File: config.mk
export PLATFORM = sky130hd
export DESIGN_NAME = fadd_exception_pipe
export DESIGN_NICKNAME = d
export VERILOG_FILES = /design/src/rtl/fadd_exception_pipe_pkg.sv /design/src/rtl/fp_classify.sv /design/src/rtl/fadd_exception_pipe.sv
export SDC_FILE = /design/constraint.sdc
export NUM_CORES = 1
export LEC_CHECK = 0
export ABC_AREA = 1
export CAP_MARGIN = 20
export CORE_UTILIZATION = 57
export DETAILED_ROUTE_END_ITERATION = 8
export DONT_BUFFER_PORTS = 1
export HOLD_SLACK_MARGIN = 0.15
export PLACE_DENSITY = 0.72
export SYNTH_ARGS = -nofsm -noshare
export SYNTH_HDL_FRONTEND = slang
export SYNTH_SLANG_ARGS = --single-unit
File: constraint.sdc
create_clock -name clk -period 2 [get_ports clk]
set_input_delay 0.1 -clock clk [delete_from_list [all_inputs] [get_ports clk]]
set_output_delay 0.1 -clock clk [all_outputs]
set_load 0.02 [all_outputs]
File: src/rtl/fadd_exception_pipe_pkg.sv
// Shared definitions for the FP add/sub exception pipeline: default formats,
// op encodings, result class codes and the per-operand class record.
package fadd_exception_pipe_pkg;

    localparam int FPU_NE = 11;
    localparam int FPU_NF = 52;

    localparam logic [2:0] OP_ADD   = 3'b000;
    localparam logic [2:0] OP_SUB   = 3'b001;
    localparam logic [2:0] OP_CVT_Z = 3'b110;

    localparam logic [3:0] ZT_NONE  = 4'b0000;
    localparam logic [3:0] ZT_QNAN  = 4'b0001;
    localparam logic [3:0] ZT_NINF  = 4'b0010;
    localparam logic [3:0] ZT_PINF  = 4'b0011;
    localparam logic [3:0] ZT_PZERO = 4'b0100;
    localparam logic [3:0] ZT_XZERO = 4'b0101;
    localparam logic [3:0] ZT_NZERO = 4'b0110;
    localparam logic [3:0] ZT_CVT   = 4'b1000;

    typedef struct packed {
        logic zero;
        logic denorm;
        logic inf;
        logic nan;
        logic snan;
        logic norm;
    } fp_class_t;

    typedef struct packed {
        logic [3:0] ztype;
        logic       invalid;
        logic       denorm;
        logic       a_norm;
        logic       b_norm;
        logic       sub;
    } fp_result_t;

endpackage

File: src/rtl/fp_classify.sv
// Purely combinational class decode of one IEEE-style operand.
module fp_classify
    import fadd_exception_pipe_pkg::*;
#(
    parameter int NE = FPU_NE,
    parameter int NF = FPU_NF
) (
    input  logic [NE+NF:0] operand,
    output fp_class_t      cls
);

    logic [NE-1:0] exp_f;
    logic [NF-1:0] frac_f;
    logic          exp_zero;
    logic          exp_ones;
    logic          frac_zero;

    assign exp_f     = operand[NE+NF-1:NF];
    assign frac_f    = operand[NF-1:0];
    assign exp_zero  = (exp_f == '0);
    assign exp_ones  = &exp_f;
    assign frac_zero = (frac_f == '0);

    always_comb begin
        cls        = '0;
        cls.zero   = exp_zero & frac_zero;
        cls.denorm = exp_zero & ~frac_zero;
        cls.inf    = exp_ones & frac_zero;
        cls.nan    = exp_ones & ~frac_zero;
        // Quiet bit is the fraction MSB; a clear quiet bit marks a signalling NaN.
        cls.snan   = exp_ones & ~frac_zero & ~frac_f[NF-1];
        cls.norm   = ~exp_zero;
    end

endmodule

File: src/rtl/fadd_exception_pipe.sv
// Two-stage valid/ready pipeline producing the exception flags and result
// class of an FP add/sub/convert, plus sticky flags and a saturating NV count.
module fadd_exception_pipe
    import fadd_exception_pipe_pkg::*;
#(
    parameter int NE   = FPU_NE,
    parameter int NF   = FPU_NF,
    parameter int CNTW = 8
) (
    input  logic            clk,
    input  logic            reset,
    input  logic            in_valid,
    output logic            in_ready,
    input  logic [NE+NF:0]  A,
    input  logic [NE+NF:0]  B,
    input  logic [2:0]      op,
    output logic            out_valid,
    input  logic            out_ready,
    output logic [3:0]      Ztype,
    output logic            Invalid,
    output logic            Denorm,
    output logic            ANorm,
    output logic            BNorm,
    output logic            Sub,
    input  logic            flag_clr,
    output logic            sticky_nv,
    output logic            sticky_dn,
    output logic [CNTW-1:0] nv_count
);

    fp_class_t ca_in;
    fp_class_t cb_in;

    fp_classify #(.NE(NE), .NF(NF)) u_class_a (.operand(A), .cls(ca_in));
    fp_classify #(.NE(NE), .NF(NF)) u_class_b (.operand(B), .cls(cb_in));

    logic       s1_valid_q, s1_valid_d;
    fp_class_t  s1_ca_q, s1_ca_d;
    fp_class_t  s1_cb_q, s1_cb_d;
    logic       s1_sa_q, s1_sa_d;
    logic       s1_sb_q, s1_sb_d;
    logic [2:0] s1_op_q, s1_op_d;

    logic       s2_valid_q, s2_valid_d;
    fp_result_t s2_res_q, s2_res_d;

    logic            sticky_nv_q, sticky_nv_d;
    logic            sticky_dn_q, sticky_dn_d;
    logic [CNTW-1:0] nv_count_q, nv_count_d;

    logic s2_load, s1_adv, accept, xfer;
    fp_result_t res;

    always_comb begin
        s2_load  = ~s2_valid_q | out_ready;
        s1_adv   = s1_valid_q & s2_load;
        in_ready = ~s1_valid_q | s1_adv;
        accept   = in_valid & in_ready;
        xfer     = s2_valid_q & out_ready;
    end

    // Exception evaluation from the stage-1 classification.
    logic addsub, eff_sb, qnan, pinf, ninf, spec_mask, both_zero;

    always_comb begin
        addsub    = (s1_op_q[2:1] == 2'b00);
        eff_sb    = s1_sb_q ^ s1_op_q[0];
        res       = '0;
        res.sub   = addsub & (s1_sa_q ^ eff_sb);
        res.invalid = (s1_ca_q.snan | s1_cb_q.snan |
                       (s1_ca_q.inf & s1_cb_q.inf & (s1_sa_q ^ eff_sb))) & addsub;
        res.denorm  = (s1_ca_q.denorm & (s1_op_q[2] | ~s1_op_q[1])) |
                      (s1_cb_q.denorm & addsub);
        res.a_norm  = s1_ca_q.norm;
        res.b_norm  = s1_cb_q.norm;
        qnan      = res.invalid | s1_ca_q.nan | (s1_cb_q.nan & addsub);
        pinf      = ~qnan & ((s1_ca_q.inf & ~s1_sa_q) | (addsub & s1_cb_q.inf & ~eff_sb));
        ninf      = ~qnan & ((s1_ca_q.inf & s1_sa_q) | (addsub & s1_cb_q.inf & eff_sb));
        spec_mask = (s1_op_q[2:1] == 2'b01);
        both_zero = addsub & s1_ca_q.zero & s1_cb_q.zero;
        if (s1_op_q == OP_CVT_Z)
            res.ztype = ZT_CVT;
        else if (qnan & ~spec_mask)
            res.ztype = ZT_QNAN;
        else if (ninf & ~spec_mask)
            res.ztype = ZT_NINF;
        else if (pinf & ~spec_mask)
            res.ztype = ZT_PINF;
        else if (both_zero)
            res.ztype = (s1_sa_q != eff_sb) ? ZT_XZERO : (s1_sa_q ? ZT_NZERO : ZT_PZERO);
        else
            res.ztype = ZT_NONE;
    end

    always_comb begin
        s1_valid_d = in_ready ? in_valid : s1_valid_q;
        s1_ca_d    = accept ? ca_in : s1_ca_q;
        s1_cb_d    = accept ? cb_in : s1_cb_q;
        s1_sa_d    = accept ? A[NE+NF] : s1_sa_q;
        s1_sb_d    = accept ? B[NE+NF] : s1_sb_q;
        s1_op_d    = accept ? op : s1_op_q;
        s2_valid_d = s2_load ? s1_valid_q : s2_valid_q;
        s2_res_d   = s1_adv ? res : s2_res_q;
    end

    // Clear is applied before the transferring result's flags are folded in.
    always_comb begin
        sticky_nv_d = flag_clr ? 1'b0 : sticky_nv_q;
        sticky_dn_d = flag_clr ? 1'b0 : sticky_dn_q;
        nv_count_d  = flag_clr ? '0 : nv_count_q;
        if (xfer) begin
            sticky_nv_d = sticky_nv_d | s2_res_q.invalid;
            sticky_dn_d = sticky_dn_d | s2_res_q.denorm;
            if (s2_res_q.invalid && (nv_count_d != {CNTW{1'b1}}))
                nv_count_d = nv_count_d + CNTW'(1);
        end
    end

    always_ff @(posedge clk or posedge reset) begin
        if (reset) begin
            s1_valid_q  <= 1'b0;
            s1_ca_q     <= '0;
            s1_cb_q     <= '0;
            s1_sa_q     <= 1'b0;
            s1_sb_q     <= 1'b0;
            s1_op_q     <= '0;
            s2_valid_q  <= 1'b0;
            s2_res_q    <= '0;
            sticky_nv_q <= 1'b0;
            sticky_dn_q <= 1'b0;
            nv_count_q  <= '0;
        end else begin
            s1_valid_q  <= s1_valid_d;
            s1_ca_q     <= s1_ca_d;
            s1_cb_q     <= s1_cb_d;
            s1_sa_q     <= s1_sa_d;
            s1_sb_q     <= s1_sb_d;
            s1_op_q     <= s1_op_d;
            s2_valid_q  <= s2_valid_d;
            s2_res_q    <= s2_res_d;
            sticky_nv_q <= sticky_nv_d;
            sticky_dn_q <= sticky_dn_d;
            nv_count_q  <= nv_count_d;
        end
    end

    assign out_valid = s2_valid_q;
    assign Ztype     = s2_res_q.ztype;
    assign Invalid   = s2_res_q.invalid;
    assign Denorm    = s2_res_q.denorm;
    assign ANorm     = s2_res_q.a_norm;
    assign BNorm     = s2_res_q.b_norm;
    assign Sub       = s2_res_q.sub;
    assign sticky_nv = sticky_nv_q;
    assign sticky_dn = sticky_dn_q;
    assign nv_count  = nv_count_q;

endmodule

==> results.md, run 1 <==
* First-pass GRT wire length at 9370 µm
* NumNets Final at 533
* Worst hold path class: in -> reg
* Core ar. at 4000 µm²
* Final HPWL DP at 4800 µm
* Critical Path Start Type: flop
* Util after Layout at 0.712
* Minimum clock period at 1.85 ns
* Die Wd at 66.7 µm
* Failing checks: design-rule violations
* Fmax at 0.542 GHz
* #FFs+latches synth at 38
* Postcts setup bufs at 0
* Hold Path End: s1_cb_q[3]
* Worst skew pair latency at 0.28 ns
* CTS tree: done
* Final setup fails at 0
* Worst-case clock buffer depth at 2
* Reg2reg setup slack at 0.15 ns
* Routed via count at 2,391
* I/O pins at 157
* Avg Cell Area, Syn at 6.63 µm²
* Die Y at 66.7 µm
* Peak VDD IR at 325 µV
* R2r endpoint: s1_ca_q[3]
* # rows at 23
* Post-route ant nets at 0
* Final hold vios at 0
* Number of CTS-inserted buffers at 5
* Total global routing overflow at 0
* Port Buffers at 0
* Yosys warning count at 0
* Vias per inst at 5.37
* Critical path class: reg -> reg
* Mapped cell area at 2390 µm²
* Vias in the first global route at 2,079
* First drt pass iteration count at 6
* Max_cap viols at 0
* CP endpoint kind: flop
* Fin. max-slew vios at 0
* Clk sinks at 38
* Status: finished, violations left
* Hold path cells at 7
* Ys async rst share at 1.00
* Layout cells sized above 1 at 0.0759
* Final worst path period share at 0.923
* Pre-CTS setup slack at 0.387 ns
* Total Routing Usage GR at 0.289
* Relative slew slack at 0.684
* Pin count of the biggest net entering global routing at 39
* FF-to-FF path depth at 6
* Worst EP required at 2.23 ns
* Routability cong. at 0.993
* DR WL/cell at 13.9 µm
* Worst slew pin tran at 0.474 ns
* Drt total wl at 6180 µm
* R2r startpoint: out_valid
* Initial antenna violation count at 0
* Unrepaired setup endpoints after global routing: false
* Critical path peak fanout at 13
* Starting Density at 0.596
* Syn_nets at 498
* Main synth FF type: dfrtp_1
* Die ar. at 4450 µm²
* Area growth syn-to-layout at 19.3%
* Yosys cell types at 27
* Synth Instances at 360
* DRC viols at 2
* Worst-path clk slew at 0.07 ns
* Worst Skew at 0.00245 ns
* Lkg Pwr at 1.45 nW
* H-Tree Depth at 2
* Min setup slack post-route at 0.154 ns
* Clock root buffer: clkbuf_8
* Crit path launch: out_valid
* Register area share after synthesis at 0.399
* Fin Setup TNS at 0 ns
* WP data arrival at 2.07 ns
* Hold_sp: B[36]
* Starting DRT DRC Count at 147
* EDFF count, synth at 0
* Ant. Diodes at 0
* PD cells at 627 nW/µm²
## cell families after synthesis
| kind of cell | after synthesis | synth area share |
|---|---|---|
| compound gates | 24 | 0.0566 |
| fa+ha+maj | 2 | 0.0105 |
| simple gates | 254 | 0.460 |
| flops | 38 | 0.399 |
| buf+inv | 39 | 0.0634 |
| xor+xnor | 3 | 0.0110 |
## synthesized netlist by cell type, types with 2 or more instances
master | number | share of area
xor2_1 | 2 | 0.0073
nor3_1 | 3 | 0.0063
a21oi_1 | 6 | 0.013
ha_1 | 2 | 0.010
dfrtp_1 | 38 | 0.40
nand3_1 | 22 | 0.046
nand3b_1 | 4 | 0.013
buf_2 | 2 | 0.0042
o21ai_1 | 3 | 0.0063
nor2_2 | 3 | 0.0079
nor2_4 | 2 | 0.0094
nand2_1 | 116 | 0.18
o21ai_0 | 11 | 0.023
nand4_1 | 9 | 0.024
inv_1 | 34 | 0.053
nor2_1 | 88 | 0.14
nand2_4 | 5 | 0.024
## routing by layer
metal | share of wire | wire [µm] | track usage
met1 | 0.43 | 2650 | 0.376
met4 | 0.012 | 77 | 0.0745
met3 | 0.075 | 463 | 0.0788
met5 | 0 | 0 | 0
met2 | 0.48 | 2990 | 0.471
## critical path, cell delays in order (launching register included)
cell and delay (ns):
dfrtp_1 0.48, nand3_1 0.18, nand2_2 0.19, nor2_1 0.23
nand3_1 0.09, dlygate4sd3_1 0.57, nand2_1 0.06
## power by group
part | leakage [nW] | total [mW] | internal [mW] | switching (mW)
combinational | 0.892 | 0.246 | 0.0992 | 0.146
clock | 0.0573 | 0.655 | 0.399 | 0.257
sequential | 0.499 | 0.885 | 0.813 | 0.0727
## timing repair
| action | CTS | global route |
|---|---|---|
| hold endpoints to repair | 65 | 2 |
| endpoints found under the setup margin | 0 | 1 |
| hold buffers | 24 | 2 |
| gates resized for setup | 0 | 2 |
## worst max-delay path by stage
stage | cells past startpoint | slack (ns) | to
2_1_floorplan | 9 | 0.36 | nv_count[3]
3_3_place_gp | 9 | 0.39 | nv_count[3]
3_5_place_dp | 9 | 0.39 | nv_count[3]
4_1_cts | 8 | 0.03 | s1_ca_q[3]
5_1_grt | 6 | 0.04 | s1_ca_q[3]
6_report | 6 | 0.15 | s1_ca_q[3]
## layout make-up
type	instances	area (µm²)
clock buffers	6	82.6
clock inverters	1	30.0
fillers	329	1150
inverters	36	138
multi-input cells	283	1290
flip-flops and latches	38	951
well taps	50	62.6
repair buffers	31	295
## stage by stage
| step | cell area, µm² | power (mW) | std cells | hold WS [ns] |
|---|---|---|---|---|
| floorplan | 2390 | 1.05 | 360 | 0.221 |
| global placement | 2480 | 1.10 | 413 | 0.134 |
| detailed placement | 2480 | 1.10 | 413 | 0.135 |
| CTS | 2830 | 1.79 | 444 | 0.162 |
| global route | 2850 | 1.88 | 445 | 0.187 |
| finish | 2850 | 1.79 | 445 | 0.168 |
## cell usage in the layout (no fill, tap or decap), types with 3 or more instances in the layout
cell type and n:
nand2_1 115, nor2_1 87, dfrtp_1 38, inv_1 34, dlygate4sd3_1 25, nand3_1 22
o21ai_0 11, nand4_1 9, a21oi_1 6, clkbuf_8 6, buf_4 6, nand2_4 5
nor2_2 4, nand3b_1 4, o21ai_1 3, nor3_1 3
## sequential cells by signal, summed over array words and instances, names as in the netlist, 2 cells and up
signal and count:
Ztype 4, s1_ca_q 5, s1_op_q 3, res 2, nv_count 8, s1_cb_q 5
Power figures use the tool's default switching activity.
==> run 2: changes to the inputs <==
Settings changed: REMOVE_ABC_BUFFERS set to 1.
==> run 2 against run 1 <==
Net effect: the flow still finishes with violations (design-rule violations); non-clock buffer count up 13; sequential power about the same; sequential cell count unchanged; die area unchanged; utilization up 2.3 points; combinational power up 9.3%; via count up 4.2%; cell area up 3.2%; clock power down 24%; final cell count up 2.9%; fmax up 2.3%; critical path depth up 1; highest routed layer unchanged.
==> results.md, run 2 (synthesis gave the netlist of run 1 again) <==
* CP Cell Sequence: dlygate4sd3_1 -> nor2_1 -> ha_1 -> inv_1 -> nor3_4 -> nand4_1 -> xor2_1
* Worst slew pin tran at 0.478 ns
* Final Instance Area at 2940 µm²
* Final worst path period share at 0.902
* Total global routing overflow at 0
* Area growth syn-to-layout at 23.2%
* Final setup fails at 0
* Reg area at 951 µm²
* Placed Area at 2480 µm²
* Final hold vios at 0
* Fmax at 0.554 GHz
* Unrepaired setup endpoints after global routing: false
* Initial antenna violation count at 0
* Final HPWL DP at 4690 µm
* CP endpoint kind: flop
* Clock root buffer: clkbuf_8
* Peak VDD IR at 365 µV
* Worst-path clk slew at 0.08 ns
* Number of CTS-inserted buffers at 5
* Starting Density at 0.596
* Pre-CTS setup slack at 0.335 ns
* Failing checks: design-rule violations
* Port Buffers at 0
* Met2 WL at 3220 µm
* Worst hold path class: in -> reg
* Max_cap viols at 0
* Filler Cell Count at 341
* WP data arrival at 1.98 ns
* Util after Layout at 0.735
* Minimum clock period at 1.80 ns
* Status: finished, violations left
* Met3 wire length at 521 µm
* Min setup slack post-route at 0.196 ns
* Most frequent cells in the layout: nand2_1, nor2_1, dfrtp_1, dlygate4sd3_1, inv_1
* Placed cell count at 413
* Starting DRT DRC Count at 168
* Die Wd at 66.7 µm
* Commonest non-fill, non-tap cell in the layout: nand2_1
* Max reg flops at 8
* First-pass GRT wire length at 10,100 µm
* NumNets Final at 546
* # rows at 23
* Vias per inst at 5.44
* Family with the most delay on the worst path: simple AND/OR/NAND/NOR gates
* Critical path class: in -> reg
* Core ar. at 4000 µm²
* Power consumption at 1.65 mW
* Total Routing Usage GR at 0.310
* Final Non-Filler Cells at 458
* DR WL/cell at 14.2 µm
* DRC viols at 5
* WL met1 at 2690 µm
* H-Tree Depth at 2
* Critical path peak fanout at 6
* Vias in the first global route at 2,297
* Fin. max-slew vios at 0
* Postcts setup bufs at 0
* Die Y at 66.7 µm
* PD cells at 562 nW/µm²
* Fin Setup TNS at 0 ns
* Top layer in use: met4
* Worst EP required at 2.18 ns
* Relative slew slack at 0.681
* Worst skew pair latency at 0.29 ns
* Layout cells sized above 1 at 0.0686
* Worst Skew at 0.00850 ns
* Critical Path Start Type: primary input
* Ant. Diodes at 0
* Buf+Inv Stages, Crit Path at 2
* Pin count of the biggest net entering global routing at 39
* Multi-input logic area at 1280 µm²
* Routability cong. at 1.04
* I/O pins at 157
* Crit-path slowest cell: dlygate4sd3_1
* Lkg Pwr at 1.49 nW
* Critical Path Max Stage Delay at 0.65 ns
* CTS tree: done
* First drt pass iteration count at 7
* Worst-case clock buffer depth at 2
* Post-route ant nets at 0
* Clk sinks at 38
* Drt total wl at 6510 µm
* Routed via count at 2,492
* Die ar. at 4450 µm²
* Fin Hold WS at 0.157 ns
[run 2: cell types whose count changed in the layout (fill, tap and decap cells not counted), sizes merged]
cell         delta
clkinv          +2
dlygate4sd3    +13
clkbuf          -1
bufinv          -1
[run 2: layer usage]
| metal | vias up | global-route usage |
|---|---|---|
| li1 | 1218 | - |
| met1 | 1143 | 0.379 |
| met2 | 121 | 0.525 |
| met3 | 10 | 0.0873 |
| met4 | 0 | 0.0904 |
| met5 | - | 0 |
[run 2: power by group]
group          total, mW  internal (mW)  switching, mW
clock network      0.499          0.234          0.265
logic              0.269          0.116          0.153
registers          0.883          0.813         0.0705
[run 2: worst min-delay path: stages]
cell	delay, ns
nor2_1	0.02
nand2_1	0.04
nor2_1	0.03
nand2_1	0.04
nor2_1	0.06
nand3_1	0.08
nand2_1	0.04
[run 2: area by class of cell]
cell class,instances,area share
multi-input combinational,283,0.437
sequential,38,0.324
timing repair buffer,44,0.145
inverter,36,0.0468
clock buffer,5,0.0234
tap,50,0.0213
clock inverter,2,0.00341
[run 2: timing repair]
action / 4_1_cts / 5_1_grt
hold endpoints to repair: 64 / 0
hold buffers: 38 / 0
gates resized for setup: 0 / 0
setup endpoints to repair: 0 / 0
[run 2: worst paths after layout]
check                                  from          end  slack, ns  depth (start not counted)
worst max-delay path               flag_clr  nv_count[6]       0.20                          7
worst min-delay path                   A[8]   s1_ca_q[3]       0.16                          7
worst max register to register  nv_count[0]  nv_count[6]       0.35                          7
worst min register to register   s1_ca_q[1]   s1_ca_q[1]       0.48                          2
max in group asynchronous             reset     Ztype[1]       1.29                          3
min in group asynchronous             reset  nv_count[1]       0.38                          3
==> run 3: changes to the inputs <==
--- a/config.mk
+++ b/config.mk
@@ -13,3 +13,3 @@
 export HOLD_SLACK_MARGIN = 0.15
-export PLACE_DENSITY = 0.72
+export PLACE_DENSITY_LB_ADDON = 0.12
 export REMOVE_ABC_BUFFERS = 1
==> constraint.sdc (replaced) <==
create_clock -name clk -period 2 [get_ports clk]
set_input_delay 0.4 -clock clk [delete_from_list [all_inputs] [get_ports clk]]
set_output_delay 0.4 -clock clk [all_outputs]
set_load 0.02 [all_outputs]
==> run 3 against run 2 <==
Net effect: the run still ends with design-rule violations left; setup slack improved by 0.15 ns; combinational power fell by 22%; register-to-register slack barely moved; sequential cell count did not move; wire length fell by 15%; critical endpoint is now Ztype[0]; largest cell class unchanged; largest power group unchanged.
==> results.md, run 3 (synthesis gave the netlist of run 1 again) <==
* Status: finished, violations left
* Failing checks: design-rule violations
* Worst Skew at 0.00581 ns
* Sw power at 504 µW
* CP most frequent cell: nand2_1
* I/O pins at 157
* Fin. max-slew vios at 0
* First-pass GRT wire length at 8540 µm
* Minimum clock period at 1.66 ns
* Vias in the first global route at 2,017
* Number of CTS-inserted buffers at 5
* Max reg flops at 8
* DRC viols at 2
* Final HPWL DP at 4580 µm
* CP Cell Sequence: inv_1 -> nand2_1 -> nand2_1 -> ha_1 -> nand3_1 -> nand2_1 -> a21oi_1 -> nand3_1 -> nand3_1 -> nand2_1
* Die ar. at 4450 µm²
* Reg2reg setup slack at 0.34 ns
* Area growth syn-to-layout at 9.65%
* First drt pass iteration count at 8
* Crit-path slowest cell: dfrtp_1
* Final worst path period share at 0.828
* Placed cell count at 413
* # rows at 23
* Total global routing overflow at 0
* Max_cap viols at 0
* Most frequent cells in the layout: nand2_1, nor2_1, dfrtp_1
* Initial antenna violation count at 0
* Internal Power at 1.26 mW
* Starting DRT DRC Count at 89
* Unrepaired setup endpoints after global routing: false
* Final Non-Filler Cells at 422
* Peak VDD IR at 257 µV
* Die Wd at 66.7 µm
* Final setup fails at 0
* Ant. Diodes at 0
* Reg area at 951 µm²
* PD cells at 673 nW/µm²
* Min setup slack post-route at 0.345 ns
* CTS resizes at 0
* H-Tree Depth at 2
* Lkg Pwr at 1.34 nW
* Worst-path clk slew at 0.08 ns
* Postcts setup bufs at 0
* Clk sinks at 38
* Fmax at 0.604 GHz
* Critical path peak fanout at 3
* Buf+Inv Stages, Crit Path at 1
* Post-CTS Hold Fix Bufs at 1
* Multi-input logic area at 1280 µm²
* Worst hold path class: in -> reg
* Worst EP required at 2.20 ns
* Layout cells sized above 1 at 0.0780
* Clk pwr share at 0.379
* Worst skew pair latency at 0.30 ns
* Commonest non-fill, non-tap cell in the layout: nand2_1
* Post-route ant nets at 0
* Family with the most delay on the worst path: simple AND/OR/NAND/NOR gates
* Total Routing Usage GR at 0.259
* NumNets Final at 509
* Critical Path Max Stage Delay at 0.38 ns
* Drt total wl at 5510 µm
* Worst slew pin tran at 0.626 ns
* Final hold vios at 0
* Worst-case clock buffer depth at 2
* Starting Density at 0.596
* CP endpoint kind: flop
* Sw Share at 0.286
* Critical path class: reg -> reg
* Critical Path Start Type: flop
* Routed via count at 2,300
* CTS tree: done
* Routability cong. at 0.914
* Pre-CTS setup slack at 0.357 ns
* Die Y at 66.7 µm
* Clock root buffer: clkbuf_8
* Power consumption at 1.76 mW
* Fin Setup TNS at 0 ns
* Core ar. at 4000 µm²
* Filler Cell Count at 372
* Pin count of the biggest net entering global routing at 24
* DR WL/cell at 13.1 µm
* Seq pwr share at 0.501
* WP data arrival at 1.85 ns
* Relative slew slack at 0.582
* Fin Hold WS at 0.221 ns
* Port Buffers at 0
* Comb pwr share at 0.120
* Vias per inst at 5.45
run 3: cell types whose count changed in the layout (fill, tap and decap cells not counted):
cell,before,now
buf_12,0,1
buf_4,6,5
clkinv_2,2,0
bufinv_16,0,1
clkinvlp_4,0,2
dlygate4sd3_1,38,1
run 3: final timing paths:
check / start / endpoint / cells after the start
setup reg to reg: s1_op_q[0] / Ztype[0] / 10
setup / recovery: s1_op_q[0] / Ztype[0] / 10
hold reg to reg: s1_cb_q[1] / s1_cb_q[1] / 2
hold / removal: op[2] / s1_op_q[2] / 2
min in group asynchronous: reset / res[1] / 2
max in group asynchronous: reset / s1_op_q[2] / 3
run 3: layout make-up:
class                      instances  share of cell area
sequential                        38               0.363
timing repair buffer               7              0.0258
tap                               50              0.0239
inverter                          36              0.0526
multi-input combinational        283               0.491
clock inverter                     3              0.0172
clock buffer                       5              0.0263
run 3: layer usage:
layer	track usage	up-vias	part of all wire
met5	0	-	0
met4	0.0878	0	0.013
met3	0.0668	8	0.078
met2	0.433	93	0.47
met1	0.319	1044	0.43
li1	-	1155	-
run 3: worst reg2reg max path, stage by stage (launching register included):
cell     delay (ns)
dfrtp_1        0.38
inv_1          0.10
nand2_1        0.06
nand2_1        0.11
ha_1           0.26
nand3_1        0.09
nand2_1        0.07
a21oi_1        0.17
nand3_1        0.14
nand3_1        0.12
nand2_1        0.06
run 3: power groups by stage:
stage	Combinational (mW)	Sequential (mW)	Clock [mW]
4_1_cts	0.214	0.883	0.674
3_3_place_gp	0.204	0.898	0
6_report	0.211	0.882	0.668
5_1_grt	0.246	0.889	0.704
3_5_place_dp	0.211	0.898	0
2_1_floorplan	0.155	0.888	0
run 3: metrics by stage:
step / cell area (µm²) / utilization
after CTS: 2620 / 0.654
final: 2620 / 0.654
after detailed placement: 2490 / 0.623
after global placement: 2490 / 0.623
after floorplan: 2370 / -
after global routing: 2620 / 0.654
